$ cat config.mk
export PLATFORM = sky130hd
export DESIGN_NAME = i2c_bit_sequencer
export DESIGN_NICKNAME = d
export VERILOG_FILES = /design/src/rtl/i2c_pkg.sv /design/src/rtl/i2c_qtick_gen.sv /design/src/rtl/i2c_bit_sequencer.sv
export SDC_FILE = /design/constraint.sdc
export NUM_CORES = 1
export LEC_CHECK = 0
export BUFFER_PORTS_ARGS = -buffer_cell sky130_fd_sc_hd__buf_2
export CORE_ASPECT_RATIO = 0.5
export CORE_MARGIN = 10
export CORE_UTILIZATION = 50
export CTS_BUF_LIST = sky130_fd_sc_hd__clkbuf_2
export DETAILED_ROUTE_END_ITERATION = 12
export PLACE_DENSITY = 0.72
export REMOVE_ABC_BUFFERS = 1
export SLEW_MARGIN = 20
export SYNTH_ARGS = -nofsm -noshare
export SYNTH_HDL_FRONTEND = slang
export SYNTH_SLANG_ARGS = --single-unit
export TNS_END_PERCENT = 10
$ cat constraint.sdc
create_clock -name PCLK -period 1.7 [get_ports PCLK]
set_input_delay 0.17 -clock PCLK [delete_from_list [all_inputs] [get_ports PCLK]]
set_output_delay 0.17 -clock PCLK [all_outputs]
set_load 0.01 [all_outputs]
$ cat src/rtl/i2c_pkg.sv
// Shared types for the I2C bit sequencer: FSM states, SDA mux selects and the
// per-phase line decode used to produce registered SCL/SDA-select outputs.
package i2c_pkg;

    typedef enum logic [2:0] {
        IDLE,
        START,
        DATA,
        ACK,
        STOP
    } state_t;

    localparam logic [1:0] SDA_SEL_HIGH = 2'd0;
    localparam logic [1:0] SDA_SEL_DATA = 2'd1;
    localparam logic [1:0] SDA_SEL_LOW  = 2'd2;
    localparam logic [1:0] SDA_SEL_REL  = 2'd3;

    typedef struct packed {
        logic       scl;
        logic [1:0] sel;
    } line_t;

    // SCL level and SDA source for a given state and quarter of the bit slot.
    function automatic line_t decode_line(state_t st, logic [1:0] q, logic held);
        line_t l;
        l.scl = 1'b1;
        l.sel = SDA_SEL_HIGH;
        case (st)
            IDLE: begin
                l.scl = ~held;
                l.sel = held ? SDA_SEL_REL : SDA_SEL_HIGH;
            end
            START: begin
                l.scl = (q != 2'd0);
                l.sel = q[1] ? SDA_SEL_LOW : SDA_SEL_HIGH;
            end
            DATA: begin
                l.scl = q[1];
                l.sel = SDA_SEL_DATA;
            end
            ACK: begin
                l.scl = q[1];
                l.sel = SDA_SEL_REL;
            end
            STOP: begin
                l.scl = (q != 2'd0);
                l.sel = q[1] ? SDA_SEL_HIGH : SDA_SEL_LOW;
            end
            default: begin
                l.scl = 1'b1;
                l.sel = SDA_SEL_HIGH;
            end
        endcase
        return l;
    endfunction

endpackage

$ cat src/rtl/i2c_qtick_gen.sv
// Quarter-period timebase: a CLK_DIV divider emitting a tick on its terminal
// count, and a 2-bit quarter index advanced by each tick.
module i2c_qtick_gen import i2c_pkg::*; #(
    parameter int CLK_DIV = 4
) (
    input  logic       clk,
    input  logic       rst_n,
    input  logic       restart,
    output logic       tick,
    output logic [1:0] q
);

    localparam int DIV_W = (CLK_DIV > 1) ? $clog2(CLK_DIV) : 1;
    localparam logic [DIV_W-1:0] DIV_LAST = DIV_W'(CLK_DIV - 1);

    logic [DIV_W-1:0] div;

    assign tick = (div == DIV_LAST);

    // Restart aligns quarter 0 with the cycle after a transfer is accepted.
    always_ff @(posedge clk or negedge rst_n) begin
        if (!rst_n) begin
            div <= '0;
            q   <= 2'd0;
        end else if (restart) begin
            div <= '0;
            q   <= 2'd0;
        end else if (tick) begin
            div <= '0;
            q   <= q + 2'd1;
        end else begin
            div <= div + 1'b1;
        end
    end

endmodule

$ cat src/rtl/i2c_bit_sequencer.sv
// I2C master byte-transmit sequencer: START, 8 data bits MSB first, ACK sample,
// optional STOP. Drives SCL and the select/data for the downstream SDA mux.
module i2c_bit_sequencer import i2c_pkg::*; #(
    parameter int CLK_DIV = 4
) (
    input  logic       PCLK,
    input  logic       PRESETn,
    input  logic       start_req,
    input  logic [7:0] tx_byte,
    input  logic       gen_start,
    input  logic       gen_stop,
    input  logic       sda_in,
    output logic       ready,
    output logic       scl_out,
    output logic [1:0] sda_sel,
    output logic       sda_bit,
    output logic       done,
    output logic       nack
);

    state_t     state, state_nx;
    logic       held, held_nx;
    logic [2:0] bit_idx;
    logic [7:0] shreg;
    logic       stop_flag;
    logic       tick;
    logic [1:0] q, q_nx;
    logic       accept, slot_end;
    line_t      line_nx;

    i2c_qtick_gen #(.CLK_DIV(CLK_DIV)) u_qtick (
        .clk     (PCLK),
        .rst_n   (PRESETn),
        .restart (accept),
        .tick    (tick),
        .q       (q)
    );

    // Next state and next quarter; outputs are decoded from these so that the
    // registered SCL/select line up with the state they belong to.
    always_comb begin
        accept   = start_req && ready;
        slot_end = tick && (q == 2'd3);
        q_nx     = accept ? 2'd0 : (tick ? q + 2'd1 : q);
        state_nx = state;
        held_nx  = held;
        case (state)
            IDLE: begin
                if (accept) begin
                    state_nx = gen_start ? START : DATA;
                    held_nx  = 1'b0;
                end
            end
            START: if (slot_end) state_nx = DATA;
            DATA:  if (slot_end && bit_idx == 3'd0) state_nx = ACK;
            ACK: begin
                if (slot_end) begin
                    state_nx = stop_flag ? STOP : IDLE;
                    held_nx  = ~stop_flag;
                end
            end
            STOP: begin
                if (slot_end) begin
                    state_nx = IDLE;
                    held_nx  = 1'b0;
                end
            end
            default: state_nx = IDLE;
        endcase
        line_nx = decode_line(state_nx, q_nx, held_nx);
    end

    always_ff @(posedge PCLK or negedge PRESETn) begin
        if (!PRESETn) begin
            state     <= IDLE;
            held      <= 1'b0;
            bit_idx   <= 3'd0;
            shreg     <= 8'd0;
            stop_flag <= 1'b0;
            ready     <= 1'b1;
            scl_out   <= 1'b1;
            sda_sel   <= SDA_SEL_HIGH;
            sda_bit   <= 1'b0;
            done      <= 1'b0;
            nack      <= 1'b0;
        end else begin
            state   <= state_nx;
            held    <= held_nx;
            ready   <= (state_nx == IDLE);
            scl_out <= line_nx.scl;
            sda_sel <= line_nx.sel;
            done    <= (state != IDLE) && (state_nx == IDLE);
            case (state)
                IDLE: begin
                    if (accept) begin
                        shreg     <= tx_byte;
                        stop_flag <= gen_stop;
                        nack      <= 1'b0;
                        bit_idx   <= 3'd7;
                        if (!gen_start) sda_bit <= tx_byte[7];
                    end
                end
                START: if (slot_end) sda_bit <= shreg[7];
                DATA: begin
                    if (slot_end && bit_idx != 3'd0) begin
                        bit_idx <= bit_idx - 3'd1;
                        sda_bit <= shreg[bit_idx - 3'd1];
                    end
                end
                ACK: if (tick && q == 2'd2) nack <= sda_in;
                default: ;
            endcase
        end
    end

endmodule

==> reports/qor.txt <==
Status -> finished, violations left
Violations in the final reports -> setup timing
Crit Path Max Fanout -> 4
Share of synthesized flip-flops with an asynchronous set or reset -> 100%
CP max-delay cell -> sky130_fd_sc_hd__dfrtp_1
Area of the die -> 5460 um2
Kind of end point of the critical path -> flop
Proportion of synthesized area in mux cells -> 3.92%
Worst Max-Slew Pin Slew -> 595 ps
Antenna violations before repair -> 0
Final std cells w/o fill -> 224
Post-detail-place hpwl -> 2270 um
Wire length after detailed routing -> 3210 um
Share of post-route cells with drive strength above 1 -> 36.9%
First-pass GRT wire length -> 5560 um
Yosys warning count -> 0
Count of endpoints failing setup in the final report -> 1
Sequential cell area fraction in the yosys report -> 48.3%
Cell area power density -> 521 nW/um2
Adder-cell share of the synthesized area -> 4.46%
Number of remaining DRC errors -> 0
Post-route cell area -> 1820 um2
Clock tree skew after final layout -> 5.00 ps
I/O Pins -> 21
Number of unique standard cell types used by synthesis -> 46
Antenna-violating nets left -> 0
Fillers -> 228
Critical path required time -> 2020 ps
Synth Register Bits -> 27
Std cell rows -> 13
Total power of the final layout -> 949 uW
Final hold violations -> 0
Synth Area in Compound Gates -> 16.6%
Area contributors post-synth -> sky130_fd_sc_hd__dfrtp_1 45%, sky130_fd_sc_hd__nand2_1 9.1%, sky130_fd_sc_hd__ha_1 4.5%
Top cell type by total area after synthesis -> sky130_fd_sc_hd__dfrtp_1
Max_slew headroom -> 60.4%
Final setup slack of the worst path -> -17.9 ps
Clock Path Buffers -> 2
Weighted congestion reported at the end of routability-driven placement -> 0.814
FF/Latch Area -> 682 um2
EDFF count, synth -> 0
Delay of the slowest cell on the worst path -> 470 ps
Synth top cells by count -> 34 x sky130_fd_sc_hd__nand2_1, 25 x sky130_fd_sc_hd__dfrtp_1, 8 x sky130_fd_sc_hd__nor2_1
Most used standard cell by instance count after synthesis -> sky130_fd_sc_hd__nand2_1
Post-place setup slack -> -22.7 ps
Mean cell area of the mapped netlist -> 9.96 um2
Maximum clock rate -> 582 MHz
Routed wire length per instance -> 14.3 um
Minimum period implied by the final worst setup slack -> 1720 ps
HP Class -> input pin to flop
Area added between synthesis and finish -> 29.6%
Die Y-Extent -> 57.5 um
Placed instance area -> 1600 um2
Area share of the largest cell type after synthesis -> 44.6%
Dominant combinational cell family by area after synthesis -> simple AND/OR/NAND/NOR gates
Number of max-slew violations in the final report -> 0
Ordered list of cells on the worst path -> ha_4 > and3_4 > a32o_2 > a211o_1 > nor2_2 > o31a_1
Number of iterations in the first detailed-routing pass -> 4
Worst-path clk slew -> 240 ps
Utilization of the core after routing -> 69.0%
CORE AREA -> 2640 um2
Dominant register cell in the synthesized netlist -> sky130_fd_sc_hd__dfrtp_1
Horizontal die dimension -> 94.9 um
Total of max-cap violations -> 0
Post-layout nets -> 207
Clock network latency to the later pin of the worst-skew pair -> 360 ps
Detailed-route via count -> 1160
CTS Buf Count -> 3
Via count of the first global-routing pass -> 1233
Gr ovfl total -> 0
Element type at the critical path start -> flop
Initial cell density of the core -> 53.3%
# placed instances -> 205
RSZ-0062 raised after global routing -> yes
Simple-Gate Fraction of Synth Area -> 19.9%
H-tree levels -> 1
Routed vias/inst -> 5.18
Area taken by multi-input logic gates -> 707 um2
Netlist area before placement -> 1400 um2
Maximum ir drop on the vdd rail -> 0.316 mV
Leakage -> 0.000872 uW
Number of instances in the synthesized netlist -> 141
DRC marker count from the first detailed-route iteration -> 85
Diodes inserted -> 0
Clock sink count -> 27
Global Route Usage Sum -> 12.4%
Arr. time, crit path -> 2040 ps
Final period utilization -> 101%
PortBufs -> 20
Xor and xnor area share after synthesis -> 1.25%
Start-to-end type of the worst setup path -> flop to flop
Master cell of the clock root buffer -> sky130_fd_sc_hd__clkbuf_2
TritonCTS clock tree -> done
Largest net degree at the start of global routing -> 28
what timing repair did:
action / in CTS / in global routing
pin swaps: 7 / 3
endpoints found under the setup margin: 4 / 8
hold buffers: 10 / 1
endpoints found under the hold margin: 34 / 1
buffers inserted: 4 / 1
gates resized for setup: 2 / 15
worst max-delay path: cells and delay by family, from the launching register on:
family	cells	cell delay, ps
and+or+nand+nor	2	310
DFF	1	470
AOI/OAI and AO/OA	3	720
adders and majority gates	1	180
worst paths after layout:
kind	end	from	slack [ps]	cells after the start
worst max-delay path	done$_DFF_PN0_	u_qtick.q[1]$_DFF_PN0_	-20	6
worst min-delay path	nack$_DFFE_PN0P_	sda_in	30	3
worst max register to register	done$_DFF_PN0_	u_qtick.q[1]$_DFF_PN0_	-20	6
worst min register to register	shreg[3]$_DFFE_PN0P_	shreg[3]$_DFFE_PN0P_	510	2
max in group asynchronous	state[0]$_DFF_PN0_	PRESETn	980	2
min in group asynchronous	u_qtick.div[1]$_DFF_PN0_	PRESETn	300	2
per-layer routing:
metal,share of wire (%),vias to the layer above,wire length [um],global-route usage (%)
li1,-,592,-,-
met1,46,544,1470,15.0
met2,50,22,1600,21.4
met3,4.2,2,136,3.39
met4,0.31,0,10,2.97
met5,0,-,0,0
sequential cells by signal, summed over array words and instances, names as in the netlist:
signal,cells
nack,1
scl_out,1
u_qtick.q,2
stop_flag,1
sda_bit,1
u_qtick.div,2
held,1
ready,1
shreg,8
done,1
state,3
bit_idx,3
sda_sel,2
final cells by class:
cell class / instances / area share (%)
Inverter: 7 / 1.44
Multi-Input combinational cell: 101 / 38.9
Timing Repair Buffer: 48 / 18.6
Sequential cell: 27 / 37.5
Clock buffer: 4 / 1.10
Tap cell: 37 / 2.54
metrics by stage:
stage,TNS (ps),hold WS [ps]
floorplan,-388,-126
detailed placement,-37.2,212
global placement,0,210
global route,-326,14.7
CTS,-9.22,3.88
finish,-17.9,32.8
cell families (layout without fill, tap and decap cells):
| logic type | count (synthesis) | in the layout |
|---|---|---|
| AND/OR/NAND/NOR | 59 | 59 |
| XOR/XNOR | 2 | 2 |
| adder cells (fa/ha/maj) | 5 | 5 |
| multiplexers | 3 | 3 |
| buffers and inverters | 13 | 59 |
| flip-flops | 27 | 27 |
| AO/OA/AOI/OAI | 32 | 32 |
layout by cell type (no fill, tap or decap), types with 2 or more instances in the layout:
master and n:
sky130_fd_sc_hd__a21oi_1 4, sky130_fd_sc_hd__a21oi_2 2, sky130_fd_sc_hd__a221oi_1 2, sky130_fd_sc_hd__a32o_2 2, sky130_fd_sc_hd__buf_2 20, sky130_fd_sc_hd__buf_4 17
sky130_fd_sc_hd__clkbuf_2 4, sky130_fd_sc_hd__dfrtp_1 22, sky130_fd_sc_hd__dfrtp_2 3, sky130_fd_sc_hd__dfstp_2 2, sky130_fd_sc_hd__dlygate4sd3_1 11, sky130_fd_sc_hd__ha_2 2
sky130_fd_sc_hd__ha_4 2, sky130_fd_sc_hd__inv_1 5, sky130_fd_sc_hd__inv_2 2, sky130_fd_sc_hd__mux4_2 2, sky130_fd_sc_hd__nand2_1 32, sky130_fd_sc_hd__nand2_2 2
sky130_fd_sc_hd__nand3_1 2, sky130_fd_sc_hd__nor2_1 7, sky130_fd_sc_hd__nor2_2 3, sky130_fd_sc_hd__nor2b_1 3, sky130_fd_sc_hd__nor3_1 2, sky130_fd_sc_hd__o21ai_0 4
sky130_fd_sc_hd__o31a_1 2, sky130_fd_sc_hd__o31ai_1 2
power breakdown:
part	internal (uW)	switching (uW)	total [uW]
combinational	29.8	24.3	54.1
sequential	645	0.618	646
clock	62.1	187	249
total	737	212	949
Note: power is estimated with default switching activity, not from simulation.
